==> src/rtl/wb_nic_pkg.sv <==
// wb_nic_pkg: shared types and constants for the Wishbone slave-select interconnect.
//   nic_state_t          transaction FSM encoding
//   NIC_SLAVE_SEL_WIDTH  default number of decoded top address bits
//   NIC_TIMEOUT          default watchdog limit in BUSY cycles
//   SLV_*                slave index map
package wb_nic_pkg;

    typedef enum logic [1:0] {NIC_IDLE, NIC_BUSY, NIC_ERR} nic_state_t;

    localparam int NIC_SLAVE_SEL_WIDTH = 4;
    localparam int NIC_TIMEOUT         = 255;

    localparam int SLV_TCM  = 0;
    localparam int SLV_UART = 1;
    localparam int SLV_I2C  = 2;
    localparam int SLV_CCM  = 3;

endpackage

==> src/rtl/wb_nic_watchdog.sv <==
// wb_nic_watchdog: per-transaction cycle counter that flags the last allowed BUSY cycle.
//   i_clk, i_reset  clock, asynchronous active-high reset
//   i_run           count this cycle (transaction in progress)
//   i_clr           return the counter to zero at the next edge (takes priority)
//   o_expired       counter has reached TIMEOUT-1 while running
module wb_nic_watchdog
    import wb_nic_pkg::*;
#(
    parameter int TIMEOUT = NIC_TIMEOUT
) (
    input  logic i_clk,
    input  logic i_reset,
    input  logic i_run,
    input  logic i_clr,
    output logic o_expired
);

    localparam int TO_WIDTH = $clog2(TIMEOUT + 1);

    logic [TO_WIDTH-1:0] cnt_q, cnt_d;

    always_comb cnt_d = i_clr ? '0 : i_run ? cnt_q + 1'b1 : cnt_q;

    always_ff @(posedge i_clk or posedge i_reset)
        if (i_reset) cnt_q <= '0;
        else         cnt_q <= cnt_d;

    assign o_expired = i_run && cnt_q == TO_WIDTH'(TIMEOUT - 1);

endmodule

==> src/rtl/wb_nic_wdt.sv <==
// wb_nic_wdt: registered Wishbone slave select with unmapped-error, timeout watchdog and sticky error record.
//   i_clk, i_reset                       clock, asynchronous active-high reset
//   i_wb_adr/we/stb/cyc                  single master request
//   o_wb_dat/ack/err                     master response
//   o_slave_sel                          one-hot select, valid only while a transfer is in flight
//   i_slave_rdata, i_slave_ack           packed per-slave read data and acks
//   i_err_clr                            clears the sticky error record
//   o_err_valid/addr/timeout             first recorded error since last clear
module wb_nic_wdt
    import wb_nic_pkg::*;
#(
    parameter int                             ADDR_SEL_WIDTH = NIC_SLAVE_SEL_WIDTH,
    parameter int                             DATA_WIDTH     = 32,
    parameter logic [2**ADDR_SEL_WIDTH-1:0]   SLAVE_MASK     = 'h0003,
    parameter int                             TIMEOUT        = NIC_TIMEOUT
) (
    input  logic                                      i_clk,
    input  logic                                      i_reset,
    input  logic [31:0]                               i_wb_adr,
    input  logic                                      i_wb_we,
    input  logic                                      i_wb_stb,
    input  logic                                      i_wb_cyc,
    output logic [DATA_WIDTH-1:0]                     o_wb_dat,
    output logic                                      o_wb_ack,
    output logic                                      o_wb_err,
    output logic [2**ADDR_SEL_WIDTH-1:0]              o_slave_sel,
    input  logic [2**ADDR_SEL_WIDTH*DATA_WIDTH-1:0]   i_slave_rdata,
    input  logic [2**ADDR_SEL_WIDTH-1:0]              i_slave_ack,
    input  logic                                      i_err_clr,
    output logic                                      o_err_valid,
    output logic [31:0]                               o_err_addr,
    output logic                                      o_err_timeout
);

    localparam int N_SLAVES = 2**ADDR_SEL_WIDTH;

    nic_state_t                state_q, state_d;
    logic [ADDR_SEL_WIDTH-1:0] idx_q, idx_d, idx;
    logic [31:0]               adr_q, adr_d, err_addr_q, err_addr_d;
    logic                      err_valid_q, err_valid_d, err_timeout_q, err_timeout_d;
    logic                      busy, hit, expired, req, unused;

    // Write enable does not influence decoding.
    assign unused = i_wb_we;

    assign idx  = i_wb_adr[31 -: ADDR_SEL_WIDTH];
    assign req  = i_wb_cyc & i_wb_stb;
    assign busy = state_q == NIC_BUSY;
    // Gating with cyc keeps an abandoned transfer from completing.
    assign hit  = busy & i_wb_cyc & i_slave_ack[idx_q];

    // Counter is held at zero whenever the next cycle is not BUSY.
    wb_nic_watchdog #(.TIMEOUT(TIMEOUT)) u_wdt (
        .i_clk     (i_clk),
        .i_reset   (i_reset),
        .i_run     (busy),
        .i_clr     (state_d != NIC_BUSY),
        .o_expired (expired)
    );

    always_comb begin
        state_d = state_q;
        idx_d   = idx_q;
        adr_d   = adr_q;
        case (state_q)
            NIC_IDLE: if (req) begin
                idx_d   = idx;
                adr_d   = i_wb_adr;
                state_d = SLAVE_MASK[idx] ? NIC_BUSY : NIC_ERR;
            end
            NIC_BUSY: state_d = (!i_wb_cyc || hit) ? NIC_IDLE : expired ? NIC_ERR : NIC_BUSY;
            default:  state_d = NIC_IDLE;
        endcase
    end

    // A clear coinciding with a new error lets the new error be recorded.
    always_comb begin
        err_valid_d   = err_valid_q;
        err_addr_d    = err_addr_q;
        err_timeout_d = err_timeout_q;
        if (state_d == NIC_ERR && (!err_valid_q || i_err_clr)) begin
            err_valid_d   = 1'b1;
            err_addr_d    = busy ? adr_q : i_wb_adr;
            err_timeout_d = busy;
        end else if (i_err_clr) begin
            err_valid_d   = 1'b0;
        end
    end

    always_ff @(posedge i_clk or posedge i_reset)
        if (i_reset) begin
            state_q       <= NIC_IDLE;
            idx_q         <= '0;
            adr_q         <= '0;
            err_valid_q   <= 1'b0;
            err_addr_q    <= '0;
            err_timeout_q <= 1'b0;
        end else begin
            state_q       <= state_d;
            idx_q         <= idx_d;
            adr_q         <= adr_d;
            err_valid_q   <= err_valid_d;
            err_addr_q    <= err_addr_d;
            err_timeout_q <= err_timeout_d;
        end

    assign o_slave_sel   = busy ? N_SLAVES'(1) << idx_q : '0;
    assign o_wb_ack      = hit;
    assign o_wb_dat      = hit ? i_slave_rdata[idx_q*DATA_WIDTH +: DATA_WIDTH] : '0;
    assign o_wb_err      = state_q == NIC_ERR;
    assign o_err_valid   = err_valid_q;
    assign o_err_addr    = err_addr_q;
    assign o_err_timeout = err_timeout_q;

endmodule
==> config.mk <==
export PLATFORM = sky130hd
export DESIGN_NAME = wb_nic_wdt
export DESIGN_NICKNAME = d
export VERILOG_FILES = /design/src/rtl/wb_nic_pkg.sv /design/src/rtl/wb_nic_watchdog.sv /design/src/rtl/wb_nic_wdt.sv
export SDC_FILE = /design/constraint.sdc
export NUM_CORES = 1
export LEC_CHECK = 0
export CORE_AREA = 2 2 250 252
export CTS_CLUSTER_SIZE = 8
export DETAILED_ROUTE_END_ITERATION = 16
export DIE_AREA = 0 0 252 254
export PLACE_DENSITY_LB_ADDON = 0.12
export SLEW_MARGIN = 5
export SYNTH_ARGS = -nofsm -noshare
export SYNTH_HDL_FRONTEND = slang
export SYNTH_SLANG_ARGS = --single-unit
==> constraint.sdc <==
create_clock -name i_clk -period 3.03 [get_ports i_clk]
set_input_delay 0.4545 -clock i_clk [delete_from_list [all_inputs] [get_ports i_clk]]
set_output_delay 0.4545 -clock i_clk [all_outputs]
set_load 0.02 [all_outputs]
# Word level (Yosys, flattened, before mapping)
# Memories as Yosys holds them, arrays and structs flattened.
# Index checks and enable logic that the tools add are counted.
[totals] wordCells=46 romBits=16 mem_count=1 latch_bits=0 input_bits=566 mem_bits_rw=0 output_inout_bits=84 reg_bits=80
[mem_list] name="(name not given)" words=16 width=1 rd=1 rd_clocked_by_memory_dff=0 wr=0 line="wb_nic_wdt.sv:69" source="state_d = SLAVE_MASK[idx] ? NIC_BUSY : NIC_ERR;"
[classes] mux=15 reduce_logical=10 multipliers=0 n_div=0 addsub=1 n_lt_le_gt_ge=2 eq_ne=5 n_shift=2 bitwise_logic=3
[op_table] operator="$shiftx A512 B10 Y32" n=1
[op_table] operator="$mux W32" n=2
[op_table] operator="$mux W16" n=1
[op_table] operator="$mux W8" n=2
[op_table] operator="$shl A1 B4 Y16 const A" n=1
[op_table] operator="$lt A4 B5 Y1 const B" n=2
[op_table] operator="$add A8 B1 Y8 const B" n=1
[op_table] operator="$eq A8 B8 Y1 const B" n=1
[op_table] operator="$mux W2" n=4
[op_table] operator="$bmux W1 S4" n=1
[op_table] operator="$eq A2 B2 Y1 const B" n=2
[op_table] operator="$mux W1" n=4
[op_table] operator="$pmux W2 S2" n=1
[op_table] operator="$reduce_bool A2 Y1" n=2
[op_table] operator="$and A1 B1 Y1" n=3
[op_table] operator="$eq A2 B1 Y1 const B" n=1
[op_table] operator="$logic_and A1 B1 Y1" n=2
[op_table] operator="$logic_not A1 Y1" n=2
[op_table] operator="$logic_not A2 Y1" n=1
[op_table] operator="$logic_or A1 B1 Y1" n=2
[op_table] operator="$ne A2 B1 Y1 const B" n=1
[op_table] operator="$reduce_and A2 Y1" n=1

# Depth between registers and ports, before layout
# Gate-level depths: netlist of the first run.
[logic_depth] word_depth=9 depth_mapped=10 ltp_nobuf=7

# By module
# From an unflattened synthesis of the first run, not the netlist that was laid out.
[unflattened] hier_cells=580 area_unflattened_um2=7923.8
[by_module_without_submodules] mod="wb_nic_wdt" area_per_inst_um2=7492.2 cells_per_inst=536 n_inst=1 seq_area_each_um2=1701.6
[by_module_without_submodules] mod="wb_nic_watchdog" area_per_inst_um2=431.7 cells_per_inst=44 n_inst=1 seq_area_each_um2=200.2

# Least setup slack after synthesis of the first run
# OpenSTA, ideal clock, no wires.
[synth_timing] path_kind="reg2out" startpoint="reg idx_q[0]" endpoint="out o_wb_dat[21]" path_buffers=4 t_arrival_ns=2.094 stages_incl_launch_ff=10 slack_ns=0.482 path_cell_list="dfrtp_1 -> buf_4 -> buf_6 -> buf_4 -> buf_4 -> mux2i_1 -> a21boi_1 -> o21ai_0 -> and3_1 -> a211oi_1"
[synth_via] elab_chain_cells=4 elab_cells_between_ends=5
[synth_lines] item="start, declared" line="wb_nic_wdt.sv:38" source="logic [ADDR_SEL_WIDTH-1:0] idx_q, idx_d, idx;"
[synth_lines] item="start signal, assigned" line="wb_nic_wdt.sv:100" source="idx_q <= idx_d;"
[synth_lines] item="branches (longest 3 deep; another with $shiftx A512 B10 Y32)"
[synth_lines] item="$mux W32 (*)" line="wb_nic_wdt.sv:109" source="assign o_wb_dat = hit ? i_slave_rdata[idx_q*DATA_WIDTH +: DATA_WIDTH] : '0;"
[synth_lines] item="end, declared" line="wb_nic_wdt.sv:23" source="output logic [DATA_WIDTH-1:0] o_wb_dat,"
# Every way passes the cells marked *. The select of a mux whose other input is x is not followed.

# Worst setup path in the final report of the first run
[layout_timing] startpoint="reg idx_q[0]" endpoint="out o_wb_dat[27]"
# Same word-level chain as after synthesis.

==> results of run 1 <==
==> metrics by stage <==
| step | std cells | TNS, ps | worst slack, ps | power, mW |
|---|---|---|---|---|
| final | 2094 | -727 | -118 | 6.46 |
| after global routing | 2088 | -2840 | -177 | 6.83 |
| after CTS | 2076 | -2910 | -154 | 6.53 |
| after detailed placement | 2040 | -3800 | -399 | 5.09 |
| after global placement | 2040 | -3860 | -424 | 5.07 |
| after floorplan | 603 | 0 | 482 | 3.27 |
==> cells in the final DEF (no fill, tap or decap), types with 4 or more instances in the layout <==
master	n
nor3_1	6
clkdlybuf4s50_1	611
nand4_1	4
mux2_2	75
mux2_1	7
o21ai_0	11
a21boi_1	5
nand2b_1	5
buf_4	59
and3_1	4
nand2_1	21
a211oi_4	4
a22oi_1	8
dlygate4sd2_1	6
a211oi_2	6
buf_12	21
dfrtp_1	73
mux2_4	30
diode_2	16
a21oi_1	11
and3_4	4
clkbuf_16	10
nor2b_1	18
o21a_1	4
nand3_1	4
buf_6	17
xor2_1	4
inv_1	4
mux4_2	132
nor2_1	25
mux2i_1	28
==> cell type report <==
| cell class | count | area (sq um) | share of cell area |
|---|---|---|---|
| clock buffers | 9 | 225 | 0.0134 |
| multi-input cells | 457 | 5980 | 0.357 |
| diodes | 16 | 40.0 | 0.00239 |
| repair buffers | 732 | 7490 | 0.447 |
| well taps | 790 | 988 | 0.0590 |
| inverters | 7 | 28.8 | 0.00172 |
| flip-flops and latches | 76 | 1910 | 0.114 |
| clock inverters | 7 | 80.1 | 0.00478 |
==> what timing repair did <==
| action | CTS | global route |
|---|---|---|
| cloned | 3 | 1 |
| pin swaps | 3 | 6 |
| buffers inserted | 17 | 1 |
| gates resized for setup | 109 | 49 |
| setup endpoints to repair | 33 | 35 |
==> worst max path at each step <==
stage / from / end / cells after the start
floorplan: idx_q[0]$_DFFE_PP0P_ / o_wb_dat[21] / 9
finish: idx_q[0]$_DFFE_PP0P_ / o_wb_dat[27] / 8
CTS: idx_q[0]$_DFFE_PP0P_ / o_wb_dat[27] / 8
detailed placement: i_slave_ack[10] / o_wb_dat[1] / 7
global placement: i_slave_ack[11] / o_wb_dat[1] / 7
global route: idx_q[0]$_DFFE_PP0P_ / o_wb_dat[27] / 8
==> state kept, by name, indices dropped and copies added (netlist names) <==
name,cells
adr_q,28
idx_q,4
o_err_timeout,1
u_wdt.cnt_q,8
state_q,2
o_err_addr,32
o_err_valid,1
==> Yosys cell counts, types with 2 or more instances <==
cell | count | share of area
mux4_2 | 132 | 0.37
ha_1 | 2 | 0.0031
and3_1 | 11 | 0.0086
a22oi_1 | 8 | 0.0075
inv_1 | 6 | 0.0028
a21boi_0 | 3 | 0.0028
o2111ai_1 | 2 | 0.0022
nor2b_1 | 23 | 0.018
nand3_1 | 4 | 0.0025
nand2_1 | 22 | 0.010
buf_1 | 6 | 0.0028
mux2_2 | 77 | 0.11
a21bo_1 | 2 | 0.0025
a211oi_1 | 13 | 0.012
o21a_1 | 4 | 0.0037
clkbuf_1 | 22 | 0.010
dfrtp_1 | 76 | 0.24
mux2_4 | 28 | 0.052
buf_6 | 4 | 0.0056
mux2i_1 | 30 | 0.037
nand2b_1 | 5 | 0.0039
a21oi_1 | 13 | 0.0081
xor2_1 | 4 | 0.0044
o22ai_2 | 2 | 0.0031
nor3_1 | 6 | 0.0037
o21ai_0 | 11 | 0.0069
a31oi_1 | 2 | 0.0016
mux2_1 | 7 | 0.0098
xnor2_1 | 3 | 0.0033
nor2_1 | 25 | 0.012
buf_2 | 25 | 0.016
a21boi_1 | 5 | 0.0047
buf_4 | 6 | 0.0056
nand4_1 | 4 | 0.0031
==> cell families after synthesis <==
kind of cell,count (synthesis)
muxes,274
xor gates and xnor gates,7
DFF,76
buffers and inverters,70
and+or+nand+nor,104
AOI/OAI and AO/OA,70
adders and majority gates,2
==> power by group <==
part / leakage (nW) / internal (mW) / switching (mW)
clock network: 0.143 / 0.649 / 0.491
logic: 5.21 / 2.41 / 1.55
registers: 0.918 / 1.21 / 0.142
==> routing by layer <==
metal | up-vias | GRT usage | share of wire | routed length [microns]
li1 | 3825 | - | - | -
met1 | 4303 | 0.216 | 0.40 | 23900
met2 | 387 | 0.299 | 0.48 | 28600
met3 | 61 | 0.0824 | 0.11 | 6300
met4 | 26 | 0.0311 | 0.0095 | 567
met5 | - | 0 | 0.0027 | 162
==> critical path, stage by stage, from the launching register on <==
cell and delay (ps):
dfrtp_4 520, buf_12 160, buf_16 150, buf_12 130, buf_12 130, mux4_2 420, mux4_2 530, nor2b_4 150
buf_6 140
==> results.cfg, run 1 <==
[drt]
vias = 8602
wl_per_cell_microns = 28.4
antenna_left = 0
wl_microns = 59400
firstDrtPassIters = 4
first_iter_violations = 343
post-route-drc-count = 0
via_per_inst = 4.11

[finish]
syn_to_final_growth_pct = 109
fin_nets = 1851
design_area_sq_mm = 0.0167
drive_above_1_share = 0.318
nFillCells = 6477
final_util = 0.273

[cts]
numCtsBuffers = 9
cts_root_buf = clkbuf_16
htreeDepth = 3
cts_tree = done
cts.sinks = 76
insertion_delay_ps = 340
hold_buffers = 0
clk_pin_slew_worst_paths_ps = 60
clock_path_buffers = 2

[synthesis]
avgSynthCellArea_sq_um = 13.3
synthSimpleGateAreaFrac = 0.0663
synth_compound_area_frac = 0.0638
synth_top_family_by_area = multiplexers
synth_ff_type = dfrtp_1
ys_ff_latch = 76
synth-async-reset-ratio = 1.00
muxShareOfSynthArea = 0.579
synth-xor-area-share = 0.00765
syn_area_sq_mm = 0.00802
yosys.area_share.adder = 0.00312
synth_edf_count = 0
syn_nets = 1171
synth-seq-area-share = 0.237
synth_cells = 603
ys_types = 44
yosysWarningCount = 0

[sta]
finalMaxSlewViolations = 0
hold_viol_final = 0
relSlewSlack = 0.711
setup_viol = 14
skew_ps = 8.97
holdWs_ps = 494
finalCritPeriodShare = 1.04
fmax_mhz = 318
setup_ws_ps = -118
worst_pin_slew_ps = 433
fin_crit_ps = 3150
rsz0062_at_grt = true

[critical_path]
rr_startpoint = idx_q[0]$_DFFE_PP0P_
critical_path_class = reg -> out
r2r_cells = 9
r2r_setup_slack_ps = 410
worst_setup_path_end_kind = output port
critPathLaunchType = register
crit_fanout = 7
cp.arrival_ps = 2690
cp.required_ps = 2580
rr_endpoint = o_err_addr[28]$_DFFE_PP0P_

[floorplan]
core-area_sq_mm = 0.0613
num_rows = 91
io_pins = 650
die-height_microns = 254
dieArea_sq_mm = 0.0640
die_x_microns = 252
start_util = 0.131

[grt]
grt_pass1_wl_microns = 78900
grt_pass1_vias = 9409
grt_util_all_layers = 0.180
globalRoute.totalOverflow = 0
grt_start_max_net_pins = 77
antenna_found_initial = 41

[power_and_ir_drop]
powerDensity_mw_per_mm2 = 386
peakVddDrop_mv = 0.377
p_leak_nw = 6.27

[placed_design]
hpwl_microns = 50900
place_congestion = 0.841
post_dp_cell_area_sq_mm = 0.0158
place.port_buffers = 648

[worst_hold_path]
worstHoldEndpoint = o_err_addr[29]$_DFFE_PP0P_
hp-class = reg -> reg
min_path_cells = 1
hold_start = o_err_addr[29]$_DFFE_PP0P_

[outcome]
status = finished with violations
violations = setup timing

[job]
max-cap-violations = 0
Note: power is estimated with default switching activity, not from simulation.
==> inputs of run 2 (changes only) <==
--- a/config.mk
+++ b/config.mk
@@ -9,7 +9,7 @@
 export CTS_CLUSTER_SIZE = 8
 export DETAILED_ROUTE_END_ITERATION = 16
 export DIE_AREA = 0 0 252 254
-export PLACE_DENSITY_LB_ADDON = 0.12
+export PLACE_DENSITY = 0.47
 export SLEW_MARGIN = 5
 export SYNTH_ARGS = -nofsm -noshare
 export SYNTH_HDL_FRONTEND = slang
==> run 2 against run 1 <==
  * The run still ends with setup timing left
  * Setup slack lost 8.1 ps
  * Sequential share of layout area shrank 0.22 points
  * Die area is the same
  * Largest power group unchanged
==> results.cfg, run 2 (same netlist as run 1, synthesis figures left out) <==
[critical_path]
r2r_cells = 9
rr_startpoint = idx_q[0]$_DFFE_PP0P_
cp.arrival_ps = 2700
cp.required_ps = 2580
critPathLaunchType = register
critical_path_class = reg -> out
worst_setup_path_end_kind = output port
crit_fanout = 6
cp-startpoint = idx_q[0]$_DFFE_PP0P_

[sta]
finalCritPeriodShare = 1.04
worst_pin_slew_ps = 586
setup_ws_ps = -127
skew_ps = 11.8
relSlewSlack = 0.609
finalMaxSlewViolations = 0
hold_viol_final = 0
final.setup.tns_ps = -1110
holdWs_ps = 341
fmax_mhz = 317
setup_viol = 18
rsz0062_at_grt = true
fin_crit_ps = 3160

[cts]
cts.sinks = 76
numCtsBuffers = 9
cts_root_buf = clkbuf_16
htreeDepth = 3
cts_tree = done
clk_pin_slew_worst_paths_ps = 70
hold_buffers = 0
clock_path_buffers = 2
insertion_delay_ps = 340

[power_and_ir_drop]
powerDensity_mw_per_mm2 = 399
switching_share = 0.351
clkPwrFrac = 0.165
switchingPower_mw = 2.39
power_frac_comb = 0.638
total_power_mw = 6.81
peakVddDrop_mv = 0.225
power.internal_mw = 4.42
seqPwrFrac = 0.198
p_leak_nw = 6.43

[grt]
grt_pass1_vias = 9845
antenna_found_initial = 54
grt_pass1_wl_microns = 84400
grt_util_all_layers = 0.196
grt_start_max_net_pins = 47
globalRoute.totalOverflow = 0

[finish]
final_util = 0.279
layout_commonest_cell = clkdlybuf4s50_1
drive_above_1_share = 0.333
largest_register_ffs = 32
fin_nets = 1865
syn_to_final_growth_pct = 113
final_cell_mix = 602 x clkdlybuf4s50_1, 132 x mux4_2, 76 x mux2_2, 73 x dfrtp_1, 67 x buf_4

[floorplan]
core-area_sq_mm = 0.0613
num_rows = 91
die_x_microns = 252
start_util = 0.131
io_pins = 650
die-height_microns = 254
dieArea_sq_mm = 0.0640

[placed_design]
place_congestion = 0.916
hpwl_microns = 56600
place.port_buffers = 648
pre_cts_slack_ps = -305

[drt]
wl_microns = 65300
via_per_inst = 4.24
firstDrtPassIters = 4
vias = 8988
first_iter_violations = 431
post-route-drc-count = 0
wl_per_cell_microns = 30.8
antenna_left = 0

[worst_hold_path]
hp-class = in -> async

[job]
max-cap-violations = 0

[outcome]
status = finished with violations
violations = setup timing
==> run 2: cell count changes in the layout (fill, tap and decap cells not counted), sizes merged, moves of 2 or more <==
cell / before / now
dlygate4sd2: 6 / 13
buf: 105 / 126
inv: 8 / 10
clkdlybuf4s50: 611 / 602
diode: 16 / 28
dlymetal6s2s: 2 / 0
clkinv: 3 / 1
==> run 2: power by group through the flow <==
| stage | clock [mW] | sequential, mW | combinational, mW |
|---|---|---|---|
| floorplan | 0 | 1.44 | 1.84 |
| global placement | 0 | 1.38 | 3.85 |
| detailed placement | 0 | 1.39 | 3.85 |
| CTS | 1.16 | 1.35 | 4.15 |
| global route | 1.21 | 1.38 | 4.56 |
| finish | 1.12 | 1.35 | 4.34 |
==> run 2: cell type report <==
class | instances | area (sq um)
antenna | 28 | 70.1
clock buffer | 9 | 225
clock inverter | 7 | 82.6
fill | 6463 | 44200
inverter | 7 | 26.3
multi-input combinational | 457 | 6060
sequential | 76 | 1910
tap | 790 | 988
timing repair buffer | 746 | 7700
==> run 2: critical path, cell delays in order (launching register included) <==
cell	delay, ps
dfrtp_4	540
buf_12	180
buf_16	140
mux4_2	560
mux4_2	620
nor2b_4	180
buf_6	130
==> run 2: what timing repair did <==
action,in CTS,in global routing
pin swaps,0,12
endpoints found under the setup margin,33,37
buffers inserted,11,16
gates cloned,4,2
gates resized for setup,93,115
==> run 2: final timing paths <==
check / slack [ps] / endpoint
worst max-delay path: -130 / o_wb_dat[20]
worst min-delay path: 340 / o_err_addr[8]$_DFFE_PP0P_
worst max register to register: 310 / o_err_addr[31]$_DFFE_PP0P_
worst min register to register: 500 / o_err_addr[28]$_DFFE_PP0P_
max in group asynchronous: 2070 / idx_q[1]$_DFFE_PP0P_
min in group i_clk: 500 / o_err_addr[28]$_DFFE_PP0P_
==> run 2: metrics by stage <==
stage,cell area [sq um],instances
6_report,17100,2120
5_1_grt,17000,2110
4_1_cts,16500,2074
3_5_place_dp,15800,2043
3_3_place_gp,15800,2043
2_1_floorplan,8020,603
==> run 2: per-layer routing <==
| layer | vias to the layer above | routed length (microns) | track usage |
|---|---|---|---|
| met5 | - | 85 | 0 |
| met4 | 16 | 2380 | 0.0913 |
| met3 | 96 | 5900 | 0.0694 |
| met2 | 501 | 31600 | 0.322 |
| met1 | 4506 | 25400 | 0.228 |
| li1 | 3869 | - | - |
